[src/rtl/axi_uart_lite_slave.sv]
// AXI4-lite UART Lite style peripheral: 8N1 serial TX/RX with byte FIFOs.
// Define UART_INTR_EN to add the interrupt output port.
module axi_uart_lite_slave #(
  parameter int CLK_HZ     = 100_000_000,
  parameter int BAUD       = 115200,
  parameter int FIFO_DEPTH = 16
) (
  input  logic        clk,
  input  logic        rstn,
  input  logic [3:0]  uart_axi_araddr,
  input  logic        uart_axi_arvalid,
  output logic        uart_axi_arready,
  output logic [31:0] uart_axi_rdata,
  output logic [1:0]  uart_axi_rresp,
  output logic        uart_axi_rvalid,
  input  logic        uart_axi_rready,
  input  logic [3:0]  uart_axi_awaddr,
  input  logic        uart_axi_awvalid,
  output logic        uart_axi_awready,
  input  logic [31:0] uart_axi_wdata,
  input  logic [3:0]  uart_axi_wstrb,
  input  logic        uart_axi_wvalid,
  output logic        uart_axi_wready,
  output logic [1:0]  uart_axi_bresp,
  output logic        uart_axi_bvalid,
  input  logic        uart_axi_bready,
  input  logic        uart_rxd,
  output logic        uart_txd
`ifdef UART_INTR_EN
  ,
  output logic        interrupt
`endif
);

  localparam int CPB = CLK_HZ / BAUD;
  localparam logic [15:0] BIT_END  = 16'(CPB - 1);
  localparam logic [15:0] HALF_END = 16'(CPB / 2 - 1);

  typedef enum logic [1:0] {
    S_IDLE, S_START, S_DATA, S_STOP
  } ser_st_e;

  logic       rdy_en_q;
  logic       aw_held_q, aw_held_d;
  logic       w_held_q, w_held_d;
  logic [1:0] waddr_q, waddr_d;
  logic [7:0] wbyte_q, wbyte_d;
  logic       wstrb0_q, wstrb0_d;
  logic       bvalid_q, bvalid_d;
  logic       rvalid_q, rvalid_d;
  logic [7:0] rdata_q, rdata_d;
  logic       intr_en_q, intr_en_d;
  logic       ovr_q, ovr_d;
  logic       ferr_q, ferr_d;

  ser_st_e    tx_st_q, tx_st_d;
  logic [15:0] tx_cnt_q, tx_cnt_d;
  logic [2:0] tx_bit_q, tx_bit_d;
  logic [7:0] tx_sh_q, tx_sh_d;
  logic       txd_q, txd_d;

  logic       rx_s1_q, rx_s2_q;
  ser_st_e    rx_st_q, rx_st_d;
  logic [15:0] rx_cnt_q, rx_cnt_d;
  logic [2:0] rx_bit_q, rx_bit_d;
  logic [7:0] rx_sh_q, rx_sh_d;

  logic       aw_hs, w_hs, ar_hs, b_hs, r_hs;
  logic       wr_fire, wr_en, ctrl_wr;
  logic       tx_push, tx_pop, tx_flush;
  logic       rx_push, rx_pop, rx_flush;
  logic       tx_empty, tx_full, rx_empty, rx_full;
  logic [7:0] tx_head, rx_head;
  logic [1:0] rsel;
  logic [7:0] stat, rd_val;
  logic       stat_rd, ovr_set, ferr_set;
  logic       unused_ok;

  assign unused_ok = ^{uart_axi_araddr[1:0], uart_axi_awaddr[1:0],
                       uart_axi_wdata[31:8], uart_axi_wstrb[3:1]};

  assign uart_axi_awready = rdy_en_q & ~aw_held_q;
  assign uart_axi_wready  = rdy_en_q & ~w_held_q;
  assign uart_axi_arready = rdy_en_q & ~rvalid_q;
  assign uart_axi_bvalid  = bvalid_q;
  assign uart_axi_bresp   = 2'b00;
  assign uart_axi_rvalid  = rvalid_q;
  assign uart_axi_rresp   = 2'b00;
  assign uart_axi_rdata   = {24'b0, rdata_q};
  assign uart_txd         = txd_q;

  assign aw_hs = uart_axi_awvalid & uart_axi_awready;
  assign w_hs  = uart_axi_wvalid & uart_axi_wready;
  assign ar_hs = uart_axi_arvalid & uart_axi_arready;
  assign b_hs  = bvalid_q & uart_axi_bready;
  assign r_hs  = rvalid_q & uart_axi_rready;

  // Register side effect fires once: bvalid_q blocks a repeat.
  assign wr_fire  = aw_held_q & w_held_q & ~bvalid_q;
  assign wr_en    = wr_fire & wstrb0_q;
  assign tx_push  = wr_en & (waddr_q == 2'd1);
  assign ctrl_wr  = wr_en & (waddr_q == 2'd3);
  assign tx_flush = ctrl_wr & wbyte_q[0];
  assign rx_flush = ctrl_wr & wbyte_q[1];

  assign rsel    = uart_axi_araddr[3:2];
  assign rx_pop  = ar_hs & (rsel == 2'd0);
  assign stat_rd = ar_hs & (rsel == 2'd2);
  assign stat    = {1'b0, ferr_q, ovr_q, intr_en_q,
                    tx_full, tx_empty, rx_full, ~rx_empty};
  assign ovr_set = rx_push & rx_full;

  always_comb begin
    rd_val = 8'h00;
    case (rsel)
      2'd0:    rd_val = rx_empty ? 8'h00 : rx_head;
      2'd2:    rd_val = stat;
      default: rd_val = 8'h00;
    endcase
  end

  always_comb begin
    aw_held_d = aw_held_q;
    w_held_d  = w_held_q;
    waddr_d   = waddr_q;
    wbyte_d   = wbyte_q;
    wstrb0_d  = wstrb0_q;
    bvalid_d  = bvalid_q;
    rvalid_d  = rvalid_q;
    rdata_d   = rdata_q;
    intr_en_d = ctrl_wr ? wbyte_q[4] : intr_en_q;
    if (aw_hs) begin
      aw_held_d = 1'b1;
      waddr_d   = uart_axi_awaddr[3:2];
    end
    if (w_hs) begin
      w_held_d = 1'b1;
      wbyte_d  = uart_axi_wdata[7:0];
      wstrb0_d = uart_axi_wstrb[0];
    end
    if (wr_fire) bvalid_d = 1'b1;
    if (b_hs) begin
      bvalid_d  = 1'b0;
      aw_held_d = 1'b0;
      w_held_d  = 1'b0;
    end
    if (ar_hs) begin
      rvalid_d = 1'b1;
      rdata_d  = rd_val;
    end else if (r_hs) begin
      rvalid_d = 1'b0;
    end
    // A set event in the clearing cycle keeps the flag.
    ovr_d  = (ovr_q & ~stat_rd) | ovr_set;
    ferr_d = (ferr_q & ~stat_rd) | ferr_set;
  end

  always_comb begin
    tx_st_d  = tx_st_q;
    tx_cnt_d = tx_cnt_q;
    tx_bit_d = tx_bit_q;
    tx_sh_d  = tx_sh_q;
    txd_d    = txd_q;
    tx_pop   = 1'b0;
    unique case (tx_st_q)
      S_IDLE: begin
        if (!tx_empty && !tx_flush) begin
          tx_pop   = 1'b1;
          tx_sh_d  = tx_head;
          tx_cnt_d = '0;
          txd_d    = 1'b0;
          tx_st_d  = S_START;
        end
      end
      S_START: begin
        if (tx_cnt_q == BIT_END) begin
          tx_cnt_d = '0;
          tx_bit_d = '0;
          txd_d    = tx_sh_q[0];
          tx_st_d  = S_DATA;
        end else begin
          tx_cnt_d = tx_cnt_q + 16'd1;
        end
      end
      S_DATA: begin
        if (tx_cnt_q == BIT_END) begin
          tx_cnt_d = '0;
          if (tx_bit_q == 3'd7) begin
            txd_d   = 1'b1;
            tx_st_d = S_STOP;
          end else begin
            tx_bit_d = tx_bit_q + 3'd1;
            tx_sh_d  = {1'b0, tx_sh_q[7:1]};
            txd_d    = tx_sh_q[1];
          end
        end else begin
          tx_cnt_d = tx_cnt_q + 16'd1;
        end
      end
      S_STOP: begin
        if (tx_cnt_q == BIT_END) tx_st_d = S_IDLE;
        else tx_cnt_d = tx_cnt_q + 16'd1;
      end
    endcase
  end

  always_comb begin
    rx_st_d  = rx_st_q;
    rx_cnt_d = rx_cnt_q;
    rx_bit_d = rx_bit_q;
    rx_sh_d  = rx_sh_q;
    rx_push  = 1'b0;
    ferr_set = 1'b0;
    unique case (rx_st_q)
      S_IDLE: begin
        if (!rx_s2_q) begin
          rx_cnt_d = '0;
          rx_st_d  = S_START;
        end
      end
      S_START: begin
        // Mid-start recheck rejects short glitches.
        if (rx_cnt_q == HALF_END) begin
          rx_cnt_d = '0;
          rx_bit_d = '0;
          rx_st_d  = rx_s2_q ? S_IDLE : S_DATA;
        end else begin
          rx_cnt_d = rx_cnt_q + 16'd1;
        end
      end
      S_DATA: begin
        if (rx_cnt_q == BIT_END) begin
          rx_cnt_d = '0;
          rx_sh_d  = {rx_s2_q, rx_sh_q[7:1]};
          rx_bit_d = rx_bit_q + 3'd1;
          if (rx_bit_q == 3'd7) rx_st_d = S_STOP;
        end else begin
          rx_cnt_d = rx_cnt_q + 16'd1;
        end
      end
      S_STOP: begin
        if (rx_cnt_q == BIT_END) begin
          rx_push  = rx_s2_q;
          ferr_set = ~rx_s2_q;
          rx_st_d  = S_IDLE;
        end else begin
          rx_cnt_d = rx_cnt_q + 16'd1;
        end
      end
    endcase
  end

  always_ff @(posedge clk or negedge rstn) begin
    if (!rstn) begin
      rdy_en_q  <= 1'b0;
      aw_held_q <= 1'b0;
      w_held_q  <= 1'b0;
      waddr_q   <= '0;
      wbyte_q   <= '0;
      wstrb0_q  <= 1'b0;
      bvalid_q  <= 1'b0;
      rvalid_q  <= 1'b0;
      rdata_q   <= '0;
      intr_en_q <= 1'b0;
      ovr_q     <= 1'b0;
      ferr_q    <= 1'b0;
      tx_st_q   <= S_IDLE;
      tx_cnt_q  <= '0;
      tx_bit_q  <= '0;
      tx_sh_q   <= '0;
      txd_q     <= 1'b1;
      rx_s1_q   <= 1'b1;
      rx_s2_q   <= 1'b1;
      rx_st_q   <= S_IDLE;
      rx_cnt_q  <= '0;
      rx_bit_q  <= '0;
      rx_sh_q   <= '0;
    end else begin
      rdy_en_q  <= 1'b1;
      aw_held_q <= aw_held_d;
      w_held_q  <= w_held_d;
      waddr_q   <= waddr_d;
      wbyte_q   <= wbyte_d;
      wstrb0_q  <= wstrb0_d;
      bvalid_q  <= bvalid_d;
      rvalid_q  <= rvalid_d;
      rdata_q   <= rdata_d;
      intr_en_q <= intr_en_d;
      ovr_q     <= ovr_d;
      ferr_q    <= ferr_d;
      tx_st_q   <= tx_st_d;
      tx_cnt_q  <= tx_cnt_d;
      tx_bit_q  <= tx_bit_d;
      tx_sh_q   <= tx_sh_d;
      txd_q     <= txd_d;
      rx_s1_q   <= uart_rxd;
      rx_s2_q   <= rx_s1_q;
      rx_st_q   <= rx_st_d;
      rx_cnt_q  <= rx_cnt_d;
      rx_bit_q  <= rx_bit_d;
      rx_sh_q   <= rx_sh_d;
    end
  end

`ifdef UART_INTR_EN
  logic rx_empty_p_q, tx_empty_p_q, intr_q, intr_d;

  always_comb begin
    intr_d = intr_en_q &
             ((rx_empty_p_q & ~rx_empty) | (~tx_empty_p_q & tx_empty));
  end

  always_ff @(posedge clk or negedge rstn) begin
    if (!rstn) begin
      rx_empty_p_q <= 1'b1;
      tx_empty_p_q <= 1'b1;
      intr_q       <= 1'b0;
    end else begin
      rx_empty_p_q <= rx_empty;
      tx_empty_p_q <= tx_empty;
      intr_q       <= intr_d;
    end
  end

  assign interrupt = intr_q;
`endif

  uart_lite_fifo #(.W(8), .DEPTH(FIFO_DEPTH)) u_tx_fifo (
    .clk   (clk),
    .rstn  (rstn),
    .push  (tx_push),
    .pop   (tx_pop),
    .flush (tx_flush),
    .wdata (wbyte_q),
    .rdata (tx_head),
    .empty (tx_empty),
    .full  (tx_full)
  );

  uart_lite_fifo #(.W(8), .DEPTH(FIFO_DEPTH)) u_rx_fifo (
    .clk   (clk),
    .rstn  (rstn),
    .push  (rx_push),
    .pop   (rx_pop),
    .flush (rx_flush),
    .wdata (rx_sh_q),
    .rdata (rx_head),
    .empty (rx_empty),
    .full  (rx_full)
  );

endmodule

module uart_lite_fifo #(
  parameter int W     = 8,
  parameter int DEPTH = 16
) (
  input  logic         clk,
  input  logic         rstn,
  input  logic         push,
  input  logic         pop,
  input  logic         flush,
  input  logic [W-1:0] wdata,
  output logic [W-1:0] rdata,
  output logic         empty,
  output logic         full
);

  localparam int AW = $clog2(DEPTH);

  logic [W-1:0]  mem_q [DEPTH];
  logic [AW-1:0] wr_ptr_q, wr_ptr_d;
  logic [AW-1:0] rd_ptr_q, rd_ptr_d;
  logic [AW:0]   cnt_q, cnt_d;
  logic          do_push, do_pop;

  assign empty   = (cnt_q == '0);
  assign full    = (cnt_q == (AW+1)'(DEPTH));
  assign rdata   = mem_q[rd_ptr_q];
  assign do_pop  = pop & ~empty;
  assign do_push = push & (~full | do_pop);

  always_comb begin
    wr_ptr_d = wr_ptr_q + AW'(do_push);
    rd_ptr_d = rd_ptr_q + AW'(do_pop);
    cnt_d    = cnt_q + (AW+1)'(do_push) - (AW+1)'(do_pop);
    if (flush) begin
      wr_ptr_d = '0;
      rd_ptr_d = '0;
      cnt_d    = '0;
    end
  end

  always_ff @(posedge clk) begin
    if (do_push && !flush) mem_q[wr_ptr_q] <= wdata;
  end

  always_ff @(posedge clk or negedge rstn) begin
    if (!rstn) begin
      wr_ptr_q <= '0;
      rd_ptr_q <= '0;
      cnt_q    <= '0;
    end else begin
      wr_ptr_q <= wr_ptr_d;
      rd_ptr_q <= rd_ptr_d;
      cnt_q    <= cnt_d;
    end
  end

endmodule

[config.mk]
export PLATFORM = sky130hd
export DESIGN_NAME = axi_uart_lite_slave
export DESIGN_NICKNAME = d
export VERILOG_FILES = /design/src/rtl/axi_uart_lite_slave.sv
export SDC_FILE = /design/constraint.sdc
export NUM_CORES = 1
export LEC_CHECK = 0
export ABC_CLOCK_PERIOD_IN_PS = 5150
export CORE_UTILIZATION = 50
export CTS_BUF_LIST = sky130_fd_sc_hd__clkbuf_8
export CTS_CLUSTER_SIZE = 10
export DETAILED_ROUTE_END_ITERATION = 6
export GPL_ROUTABILITY_DRIVEN = 0
export PLACE_DENSITY_LB_ADDON = 0.25
export SLEW_MARGIN = 25
export SYNTH_ARGS = -nofsm -noshare
export SYNTH_HDL_FRONTEND = slang
export SYNTH_HIERARCHICAL = 1
export SYNTH_SLANG_ARGS = --single-unit
[constraint.sdc]
create_clock -name clk -period 5.15 [get_ports clk]
set_input_delay 1.03 -clock clk [delete_from_list [all_inputs] [get_ports clk]]
set_output_delay 1.03 -clock clk [all_outputs]
set_load 0.01 [all_outputs]
* Yosys cells after proc, flatten, opt, wreduce, memory -nomap -nowiden
Memories as Yosys holds them, arrays and structs flattened.
Index checks and enable logic that the tools add are counted.
** Storage, ports and cells
- Register bits after elaboration :: 114
- RAM bits :: 256
- Input bits :: 52
- Word-level logic and storage cells :: 203
- Memories :: 2
** Memories
- u_rx_fifo.mem_q :: depth 16, bits a word 8, read ports 1, clocked after memory_dff 0, wr ports 1, line 371 : logic [W-1:0] mem_q [DEPTH];
- u_tx_fifo.mem_q :: depth 16, bits a word 8, read ports 1, clocked after memory_dff 0, wr ports 1, line 371
** Cells by class
- Add/subtract/negate cells :: 12
- Equality and inequality tests :: 29
- Mux-type cells :: 64
- Bitwise gates (word level) :: 38
- Reductions and logical operators :: 29
** Operator list (count)
- $mux W16 :: 7
- $pmux W16 S4 :: 1
- $pmux W16 S3 :: 1
- $add A16 B1 Y16 const B :: 2
- $eq A16 B10 Y1 const B :: 2
- $mux W8 :: 4
- $pmux W8 S2 :: 2
- $ne A2 B2 Y1 const B :: 13
- $and A1 B1 Y1 :: 24
- $mux W1 :: 22
- $mux W2 :: 11
- $add A4 B1 Y4 :: 4
- $eq A16 B9 Y1 const B :: 1
- $mux W4 :: 4
- $pmux W2 S4 :: 2
- $mux W3 :: 5
- $reduce_bool A2 Y1 :: 7
- $eq A2 B2 Y1 const B :: 6
- $pmux W3 S2 :: 2
- $reduce_and A4 Y1 :: 3
- $add A5 B1 Y5 :: 2
- $eq A5 B5 Y1 const B :: 2
- $logic_not A5 Y1 :: 2
- $mux W5 :: 2
- 15 further kinds :: 41

* Depth between registers and ports, before layout
Gate-level depths: netlist (run 1).
- Word-level depth :: 15
- Gate-level depth with buffers :: 14
- Gate-level depth less buffers :: 14

* Cells and area by module
The synthesis (run 1) kept the hierarchy.
** By module, submodules not included
- uart_lite_fifo :: times used 2, cells each 290, area each 5736.8 µm², sequential area each 4169.0 µm²
- axi_uart_lite_slave :: times used 1, cells each 455, area each 4695.8 µm², sequential area each 2205.9 µm²

* Worst setup path after synthesis (run 1)
No wires, ideal clock.
- Path kind :: in2reg
- From :: input uart_axi_arvalid
- To :: register u_rx_fifo.cnt_q[4]
- Library setup time :: 78 ps
- Data arrival time :: 3218 ps
- Required time :: 5072 ps
- Path slack :: 1854 ps
- Stages :: 11
- Path buffers :: 1
- Path through :: nand2_1 clkbuf_1 nor3_1 o31ai_4 o21ai_0 ha_1 fa_1 a21oi_1 nor2_1 or3_1 a21oi_1
** On the way
- Cells in the longest elaborated chain, start to end :: 8
** Ends and longest elaborated chain
- from (decl) :: line 11 : input logic uart_axi_arvalid,
- $and A1 B1 Y1 (*) :: line 94 : assign ar_hs = uart_axi_arvalid & uart_axi_arready;
- $and A1 B1 Y1 (*) :: line 107 : assign rx_pop = ar_hs & (rsel == 2'd0);
- net rx_pop :: line 71 : logic rx_push, rx_pop, rx_flush;
- $and A1 B1 Y1 (*) :: line 380 : assign do_pop = pop & ~empty;
- $or A1 B1 Y1 :: line 381 : assign do_push = push & (~full | do_pop);
- $and A1 B1 Y1 :: line 381
- $add A5 B1 Y5 :: line 386 : cnt_d = cnt_q + (AW+1)'(do_push) - (AW+1)'(do_pop);
- $sub A5 B1 Y5 (*) :: line 386
- $mux W5 (*) :: line 387 : if (flush) begin
- net u_rx_fifo.cnt_d[4] :: line 374 : logic [AW:0] cnt_q, cnt_d;
- to (signal assigned) :: line 406 : cnt_q <= cnt_d;
- to (decl) :: line 374
The timed path passes the listed nets; every way through them passes the cells marked *.
A chain may end at the register's enable or synchronous reset.

* Worst setup path after layout (run 1)
Same ends and word-level chain as after synthesis.

==> flow_summary.ini, run 1 <==
[final_layout]
nFillCells = 2497
multi_input_area_um2 = 5150
final_nets = 1190
drive_above_1_share_pct = 17.0
regArea_um2 = 10600
area_growth_pct = 11.5
n_antenna_cell = 0

[global_routing]
grt_pass1_vias = 8732
grt_pass1_wl_mm = 48.2
antenna_found_initial = 0
grt_max_degree = 62
globalRoute.totalOverflow = 0
grt_use_total_pct = 19.0

[synth]
synth-edff-count = 256
yosysWarnings = 6
synth_area_per_cell_um2 = 15.6
synth_cell_types = 71
synth_ff_type = edfxtp_1
synth_seq_cells = 370
async_flop_share_pct = 30.8
synthCells = 1035
yosysSeqAreaShare_pct = 65.2
syn-cell-area_um2 = 16200

[power]
power_density_nw_per_um2 = 463
power_leakage_nw = 7.21
fin_total_pwr_mw = 8.35
ir_drop_mv = 0.260

[clock_tree]
cts_tree = done
cts_buffers = 59
cts_resized = 0
cts.htree.levels = 2
cts_setup_buffers = 0
clk_latency_ps = 620
cts_root_buffer = clkbuf_8
clkTransAtPathRegs_ps = 60
hold_buffers = 0
clockBufferDepth = 3
cts_sinks = 370

[critical_path]
end_kind = flop
r2r-end = u_rx_fifo/mem_q[14][6]$_DFFE_PP_
rrSetupSlack_ps = 1730
cp_num_buf_inv = 2
worstPathArrival_ps = 4000
max_stage_delay_ps = 490
cp_max_fo = 13
cpLargestDelayFamily = simple AND/OR/NAND/NOR gates
crit_type = primary input to flop
cp.required_ps = 5670
crit_chain = clkdlybuf4s50_1 -> nand2_1 -> nor3_1 -> o21ai_0 -> inv_1 -> o21ai_0 -> ha_1 -> fa_1 -> a21oi_1 -> nor2_1 -> or3_1 -> a21oi_1
cp_slowest_cell = nor3_1
cp_num_cells = 12
critPathLaunchType = primary input
worstRegToRegCells = 7

[floorplan]
die_y_um = 182
initial_core_util_pct = 51.0
die_area_um2 = 33100
io_pins = 94
coreArea_um2 = 31700
die_w_um = 182
rows = 65

[detailed_routing]
vias = 8803
wl_per_cell_um = 19.7
drc = 0
wl_mm = 30.6
drt_iter0_drc = 562
drtPass1Iterations = 5
viasPerCell = 5.65
ant_nets = 0

[placed_design]
post-dp-hpwl_mm = 19.0
portBuffers = 34

[run]
cap_viol_max_count = 0

[timing]
maxSlewHeadroom_pct = 32.5
worst_pin_slew_ps = 1010
fin_worst_skew_ps = 24.8
post-route-min-period_ps = 3480
finalHoldViolations = 0
drv_slew = 0
setup_viol = 0
period_share_pct = 67.5
setup_tns_ps = 0
grt_setup_unrepaired = false
fmax_ghz = 0.287

[worst_hold_path]
hold_path_class = primary input to asynchronous set/reset pin

[run_status]
outcome = complete, no violations
## registers in the layout, summed over array words and instances, names as in the netlist, 8 cells and up, named ones only
name,flops
rx_cnt_q,16
u_tx_fifo/mem_q,128
tx_cnt_q,16
wbyte_q,8
rx_sh_q,8
rdata_q,8
tx_sh_q,8
u_rx_fifo/mem_q,128
## per-layer routing
layer	global-route usage [%]	wire length [µm]	vias up
met1	25.9	13600	4464
li1	-	-	4111
met5	0	0	-
met2	31.6	15300	187
met3	3.35	1260	41
met4	4.81	476	0
## worst max path at each step
stage	startpoint	endpoint	slack [ps]
3_5_place_dp	uart_axi_arvalid	u_rx_fifo/cnt_q[4]$_DFF_PN0_	1040
6_report	uart_axi_arvalid	u_rx_fifo/cnt_q[4]$_DFF_PN0_	1670
4_1_cts	uart_axi_arvalid	u_rx_fifo/cnt_q[4]$_DFF_PN0_	1690
3_3_place_gp	uart_axi_arvalid	u_rx_fifo/cnt_q[4]$_DFF_PN0_	1090
2_1_floorplan	uart_axi_arvalid	u_rx_fifo/cnt_q[4]$_DFF_PN0_	1850
5_1_grt	flop	u_rx_fifo/cnt_q[4]$_DFF_PN0_	1450
## cells by family after synthesis
kind of cell	Yosys count	synth area share, %
other	2	0.0464
flip-flops	370	65.2
buffers and inverters	97	3.64
adder cells (fa/ha/maj)	33	2.65
AND/OR/NAND/NOR	271	8.84
XOR/XNOR	26	1.41
multiplexers	105	12.5
AO/OA/AOI/OAI	131	5.73
## layout make-up
class                      count  share of cell area [%]
tap                          402                    2.79
clock inverter                47                    2.05
multi-input combinational    595                    28.6
sequential                   370                    58.5
clock buffer                  64                    4.89
inverter                      29                   0.604
timing repair buffer          50                    2.54
## placed cells by master (no fill, tap or decap), types with 5 or more instances in the layout
master,Yosys,routed
clkinv_2,0,6
conb_1,2,29
nor3_1,17,17
o21ai_0,20,20
a22oi_1,34,34
a22o_1,5,5
nor2_1,71,71
o22ai_1,8,8
a222oi_1,6,6
nor4_1,13,11
xor2_1,13,13
nor2b_1,19,19
edfxtp_1,256,256
bufinv_16,0,6
or3_1,5,5
a31oi_1,9,9
a21oi_1,25,25
nand2_1,55,55
dfrtp_1,111,107
ha_1,31,31
clkdlybuf4s50_1,0,33
mux4_2,32,32
and3_1,9,9
nand2b_1,12,12
nand3_1,20,20
or2_2,5,5
nand4_1,10,10
xnor2_1,13,13
inv_1,27,50
a21o_1,7,7
clkbuf_8,0,64
buf_4,35,17
mux4_1,32,32
mux2_2,37,37
clkinv_1,0,8
## stage by stage
step / hold WS [ps] / instances / utilization, % / area, µm² / setup WS, ps
2_1_floorplan: 345 / 1062 / - / 16300 / 1850
3_3_place_gp: 345 / 1446 / 52.8 / 16800 / 1090
3_5_place_dp: 352 / 1446 / 52.9 / 16800 / 1040
4_1_cts: 280 / 1557 / 56.8 / 18000 / 1690
5_1_grt: 289 / 1557 / 56.8 / 18000 / 1450
6_report: 307 / 1557 / 56.8 / 18000 / 1670
## worst reg2reg max path: stages, from the launching register on
cell and delay (ps):
dfrtp_1 540, nor4bb_1 400, nand3_1 120, nor4_1 270, and3_1 350, o31ai_4 180
or4b_4 560, nor2_1 630
## Yosys cell counts, types with 20 or more instances
master / instances / share of area [%]
a21oi_1: 25 / 0.77
a22oi_1: 34 / 1.6
buf_4: 35 / 1.6
dfrtp_1: 111 / 17
edfxtp_1: 256 / 48
ha_1: 31 / 2.4
inv_1: 27 / 0.63
mux2_2: 37 / 2.6
mux4_1: 32 / 5.2
mux4_2: 32 / 4.5
nand2_1: 55 / 1.3
nand3_1: 20 / 0.62
nor2_1: 71 / 1.6
o21ai_0: 20 / 0.62
## power breakdown
part,leakage [nW],internal (mW),switching (mW)
Clock,0.721,1.46,1.15
Combinational,2.38,0.897,0.781
Sequential,4.11,3.55,0.520
Note: power is estimated with default switching activity, not from simulation.
==> run 2, diff against run 1 <==
--- a/config.mk
+++ b/config.mk
@@ -5,7 +5,7 @@
 export SDC_FILE = /design/constraint.sdc
 export NUM_CORES = 1
 export LEC_CHECK = 0
-export ABC_CLOCK_PERIOD_IN_PS = 5150
+export ABC_CLOCK_PERIOD_IN_PS = 3000
 export CORE_UTILIZATION = 50
 export CTS_BUF_LIST = sky130_fd_sc_hd__clkbuf_8
 export CTS_CLUSTER_SIZE = 10
==> constraint.sdc (replaced) <==
create_clock -name clk -period 3 [get_ports clk]
set_input_delay 0.6 -clock clk [delete_from_list [all_inputs] [get_ports clk]]
set_output_delay 0.6 -clock clk [all_outputs]
set_load 0.01 [all_outputs]
==> run 2 against run 1 <==
Critical path depth decreased by 2. Die area unchanged. Count of clock-buffer cells in the layout increased by 8. Sequential cell count unchanged. Sequential share of layout area decreased by 1.9 points. Largest power group unchanged. Highest routed layer unchanged.
==> flow_summary.ini, run 2 (synthesized netlist as in run 1, its figures left out) <==
[run_status]
outcome = complete, no violations

[clock_tree]
cts_sinks = 370
cts_tree = done
cts_root_buffer = clkbuf_8
cts_buffers = 58
clockBufferDepth = 3
clkTransAtPathRegs_ps = 60
clk_latency_ps = 650
cts.htree.levels = 2

[power]
power_leakage_nw = 7.57
fin_total_pwr_mw = 14.4
power_density_nw_per_um2 = 773
ir_drop_mv = 0.402

[global_routing]
grt_max_degree = 58
grt_pass1_vias = 9242
grt_use_total_pct = 19.7
grt_pass1_wl_mm = 50.4
antenna_found_initial = 0
globalRoute.totalOverflow = 0

[detailed_routing]
met2_length_mm = 16.0
vias = 9198
wl_per_cell_um = 19.5
wl_met1_mm = 13.9
wl_met3_mm = 1.29
drtPass1Iterations = 5
drt_iter0_drc = 582
ant_nets = 0
drc = 0
dr.max_layer_used = met4
wl_mm = 31.7
viasPerCell = 5.65

[critical_path]
cp_slowest_cell = or4b_4
cp_max_fo = 8
worstPathArrival_ps = 3160
worstRegToRegCells = 10
cp_num_cells = 10
cpLargestDelayFamily = simple AND/OR/NAND/NOR gates
end_kind = flop
crit_type = flop to flop
critPathLaunchType = flop
crit_chain = nor4bb_4 -> nand3_1 -> nor4_2 -> and3_4 -> buf_4 -> o31ai_4 -> buf_4 -> or4b_4 -> nor2_1 -> buf_6
cp.required_ps = 3310
max_stage_delay_ps = 530
cp_num_buf_inv = 3
cp_common_cell = buf_4

[placed_design]
placed_cell_area_um2 = 17300
portBuffers = 34
post-dp-hpwl_mm = 20.4

[final_layout]
stdcell_area_um2 = 18600
drive_above_1_share_pct = 23.1
mostFrequentLayoutCell = edfxtp_1
reg.largest.list = u_rx_fifo/mem_q: 128 flops, u_tx_fifo/mem_q: 128 flops
regArea_um2 = 10500
final_nets = 1261
n_antenna_cell = 0
final_cell_mix = edfxtp_1, dfrtp_1, buf_4
multi_input_area_um2 = 5230
area_growth_pct = 15.2
nFillCells = 2435

[timing]
drv_slew = 0
period_share_pct = 94.9
post-route-min-period_ps = 2850
setup_viol = 0
fmax_ghz = 0.351
setup_tns_ps = 0
finalHoldViolations = 0
grt_setup_unrepaired = true
worst_pin_slew_ps = 793
fin_worst_skew_ps = 51.6
maxSlewHeadroom_pct = 47.0
hold_slack_ps = 362

[floorplan]
die_y_um = 182
coreArea_um2 = 31700
io_pins = 94
die_area_um2 = 33100
initial_core_util_pct = 51.0
die_w_um = 182
rows = 65

[worst_hold_path]
holdPathStages = 0
hold_path_class = flop to flop

[run]
cap_viol_max_count = 0
[run 2: cell types whose count changed in the layout (fill, tap and decap cells not counted), sizes merged]
cell	before	now
buf	17	88
clkbuf	64	72
bufinv	6	0
inv	55	50
clkinv	14	15
dlygate4sd3	0	1
[run 2: worst paths after layout]
check / start / endpoint / slack, ps
setup / recovery: rx_cnt_q[4]$_DFFE_PN0P_ / u_rx_fifo/mem_q[6][7]$_DFFE_PP_ / 150
hold / removal: rx_s1_q$_DFF_PN1_ / rx_s2_q$_DFF_PN1_ / 360
setup reg to reg: rx_cnt_q[4]$_DFFE_PN0P_ / u_rx_fifo/mem_q[6][7]$_DFFE_PP_ / 150
hold reg to reg: rx_s1_q$_DFF_PN1_ / rx_s2_q$_DFF_PN1_ / 360
max in group asynchronous: rstn / uart_txd$_DFFE_PN1P_ / 1720
min in group asynchronous: rstn / wbyte_q[7]$_DFFE_PN0P_ / 480
[run 2: layout make-up]
cell class / instances / area share, %
Clock inverter: 37 / 1.03
Sequential cell: 370 / 56.6
Clock buffer: 72 / 5.32
Timing Repair Buffer: 122 / 5.68
Inverter: 29 / 0.584
Tap cell: 402 / 2.70
Multi-Input combinational cell: 595 / 28.1
[run 2: repair_timing]
action,in CTS,in global routing
endpoints found under the hold margin,35,0
hold buffers,1,0
pin swaps,4,11
setup endpoints to repair,18,10
resized for setup,8,17
cloned,0,0
setup buffers,2,2
[run 2: per-layer routing]
metal,up-vias,GRT usage (%)
li1,4257,-
met1,4696,26.2
met2,196,33.4
met3,49,3.33
met4,0,5.39
met5,-,0
[run 2: metrics by stage]
stage | cells | utilization [%] | worst slack [ps]
after floorplan | 1062 | - | 27.0
after global placement | 1513 | 54.6 | -181
after detailed placement | 1513 | 54.6 | -180
after CTS | 1625 | 58.5 | 8.80
after global routing | 1627 | 58.7 | -33.1
final | 1627 | 58.7 | 152
[run 2: report_power, final]
part	internal, mW	leakage, nW	switching, mW	total, mW
Clock	2.19	0.686	2.00	4.19
Combinational	1.77	2.77	1.79	3.56
Sequential	6.08	4.11	0.570	6.65
Total	10.0	7.57	4.36	14.4
==> run 3, diff against run 2 <==
--- a/config.mk
+++ b/config.mk
@@ -7,7 +7,7 @@
 export LEC_CHECK = 0
 export ABC_CLOCK_PERIOD_IN_PS = 3000
 export CORE_UTILIZATION = 50
-export CTS_BUF_LIST = sky130_fd_sc_hd__clkbuf_8
+export CTS_BUF_LIST = sky130_fd_sc_hd__clkbuf_4
 export CTS_CLUSTER_SIZE = 10
 export DETAILED_ROUTE_END_ITERATION = 6
 export GPL_ROUTABILITY_DRIVEN = 0
==> run 3 against run 2 <==
Clock skew fell by 8.0 ps. First-iteration DRC count decreased by 2.7%. Highest routed layer unchanged. Sequential power barely moved. Largest power group unchanged. Utilization rose by 0.051 points. Die area stayed put. Setup slack worse by 64 ps. Register-to-register slack got worse by 60 ps. Count of clock-buffer cells in the layout up 69. Critical endpoint is now u_rx_fifo/mem_q[4][6]$_DFFE_PP_. Combinational power about the same. Non-clock buffer count fell by 1. Hold slack got worse by 70 ps. Critical path type unchanged.
==> flow_summary.ini, run 3 (synthesized netlist as in run 1, its figures left out) <==
[global_routing]
grt_pass1_vias = 9534
antenna_found_initial = 2
grt_pass1_wl_mm = 50.7
grt_max_degree = 58
grt_use_total_pct = 20.0
globalRoute.totalOverflow = 0

[critical_path]
cp_common_cell = buf_6
critPathLaunchType = flop
cp_max_fo = 8
end_kind = flop
max_stage_delay_ps = 590
crit_chain = nor4bb_4 -> nand3_1 -> nor4_2 -> and3_4 -> buf_6 -> o31ai_4 -> buf_6 -> or4b_4 -> nor3_4 -> buf_6
cp.required_ps = 3430
worstPathArrival_ps = 3340
cp_slowest_cell = or4b_4
crit_type = flop to flop

[timing]
finalWorstSetupSlack_ps = 87.5
drv_slew = 0
maxSlewHeadroom_pct = 45.3
finalHoldViolations = 0
worst_pin_slew_ps = 819
period_share_pct = 97.1
post-route-min-period_ps = 2910
grt_setup_unrepaired = true
setup_viol = 0
setup_tns_ps = 0
hold_slack_ps = 292
fin_worst_skew_ps = 43.5
fmax_ghz = 0.343

[clock_tree]
cts_root_buffer = clkbuf_4
cts_tree = done
clockBufferDepth = 3
cts.htree.levels = 3
clk_latency_ps = 750
cts_buffers = 92
clkTransAtPathRegs_ps = 60
cts_sinks = 370

[detailed_routing]
drtPass1Iterations = 5
vias = 9358
ant_nets = 0
drc = 0
viasPerCell = 5.56
drt_iter0_drc = 566
wl_per_cell_um = 19.0
wl_mm = 32.0

[floorplan]
rows = 65
initial_core_util_pct = 51.0
die_y_um = 182
die_w_um = 182
coreArea_um2 = 31700
die_area_um2 = 33100
io_pins = 94

[run]
cap_viol_max_count = 0

[placed_design]
portBuffers = 34
post-dp-hpwl_mm = 20.4
dp_slack_ps = -180
placed_cell_area_um2 = 17300

[final_layout]
stdcell_area_um2 = 18600
mostFrequentLayoutCell = edfxtp_1
area_growth_pct = 15.3
reg.largest.list = u_rx_fifo/mem_q: 128 flops, u_tx_fifo/mem_q: 128 flops
final_nets = 1294
drive_above_1_share_pct = 27.4
final_cell_mix = edfxtp_1, clkbuf_4, dfrtp_1
nFillCells = 2457

[worst_hold_path]
hold_path_class = primary input to flop

[power]
power_leakage_nw = 7.58
power_density_nw_per_um2 = 769
ir_drop_mv = 0.480
fin_total_pwr_mw = 14.3

[run_status]
outcome = complete, no violations
==> run 3: per-layer routing <==
| layer | global-route usage, % | share of wire (%) | vias to the layer above |
|---|---|---|---|
| met1 | 26.0 | 44 | 4723 |
| li1 | - | - | 4378 |
| met4 | 8.00 | 2.6 | 0 |
| met5 | 0 | 0 | - |
| met2 | 32.9 | 50 | 194 |
| met3 | 4.21 | 3.8 | 63 |
==> run 3: final cells by class <==
| cell class | count | area, µm² | share of cell area (%) |
|---|---|---|---|
| flip-flops and latches | 370 | 10500 | 56.6 |
| multi-input cells | 595 | 5240 | 28.1 |
| repair buffers | 121 | 1070 | 5.72 |
| clock buffers | 141 | 1060 | 5.68 |
| well taps | 402 | 503 | 2.70 |
| clock inverters | 23 | 118 | 0.631 |
| inverters | 29 | 111 | 0.597 |
| diodes | 2 | 5.00 | 0.0268 |
==> run 3: worst paths after layout <==
path / endpoint / startpoint / depth (start not counted) / slack [ps]
worst max-delay path: u_rx_fifo/mem_q[4][6]$_DFFE_PP_ / rx_cnt_q[4]$_DFFE_PN0P_ / 10 / 90
worst min-delay path: rx_s1_q$_DFF_PN1_ / uart_rxd / 1 / 290
worst max register to register: u_rx_fifo/mem_q[4][6]$_DFFE_PP_ / rx_cnt_q[4]$_DFFE_PN0P_ / 10 / 90
worst min register to register: rx_s2_q$_DFF_PN1_ / rx_s1_q$_DFF_PN1_ / 0 / 350
max in group asynchronous: uart_txd$_DFFE_PN1P_ / rstn / 3 / 1840
min in group asynchronous: rx_cnt_q[15]$_DFFE_PN0P_ / rstn / 2 / 400
==> run 3: power by group <==
| part | leakage, nW | switching, mW | total [mW] | internal [mW] |
|---|---|---|---|---|
| logic | 2.77 | 1.78 | 3.55 | 1.77 |
| registers | 4.11 | 0.572 | 6.65 | 6.08 |
| clock network | 0.700 | 2.00 | 4.15 | 2.15 |
==> run 3: timing repair <==
item                                   in CTS  in global routing
gates resized for setup                     7                 26
buffers inserted                            0                  4
setup endpoints to repair                  11                 10
hold buffers                                1                  0
cloned                                      0                  0
endpoints found under the hold margin      35                  0
pin swaps                                   3                 13
==> run 3: stage by stage <==
step | instances | util [%]
finish | 1683 | 58.8
detailed placement | 1513 | 54.6
CTS | 1678 | 58.4
global placement | 1513 | 54.6
global route | 1683 | 58.8
floorplan | 1062 | -
==> run 3: worst max-delay path, delay by kind of cell (launching register included) <==
kind                   cells  cell delay (ps)
and+or+nand+nor            6             1710
buffers and inverters      3              400
AOI/OAI and AO/OA          1               70
DFF                        1              410
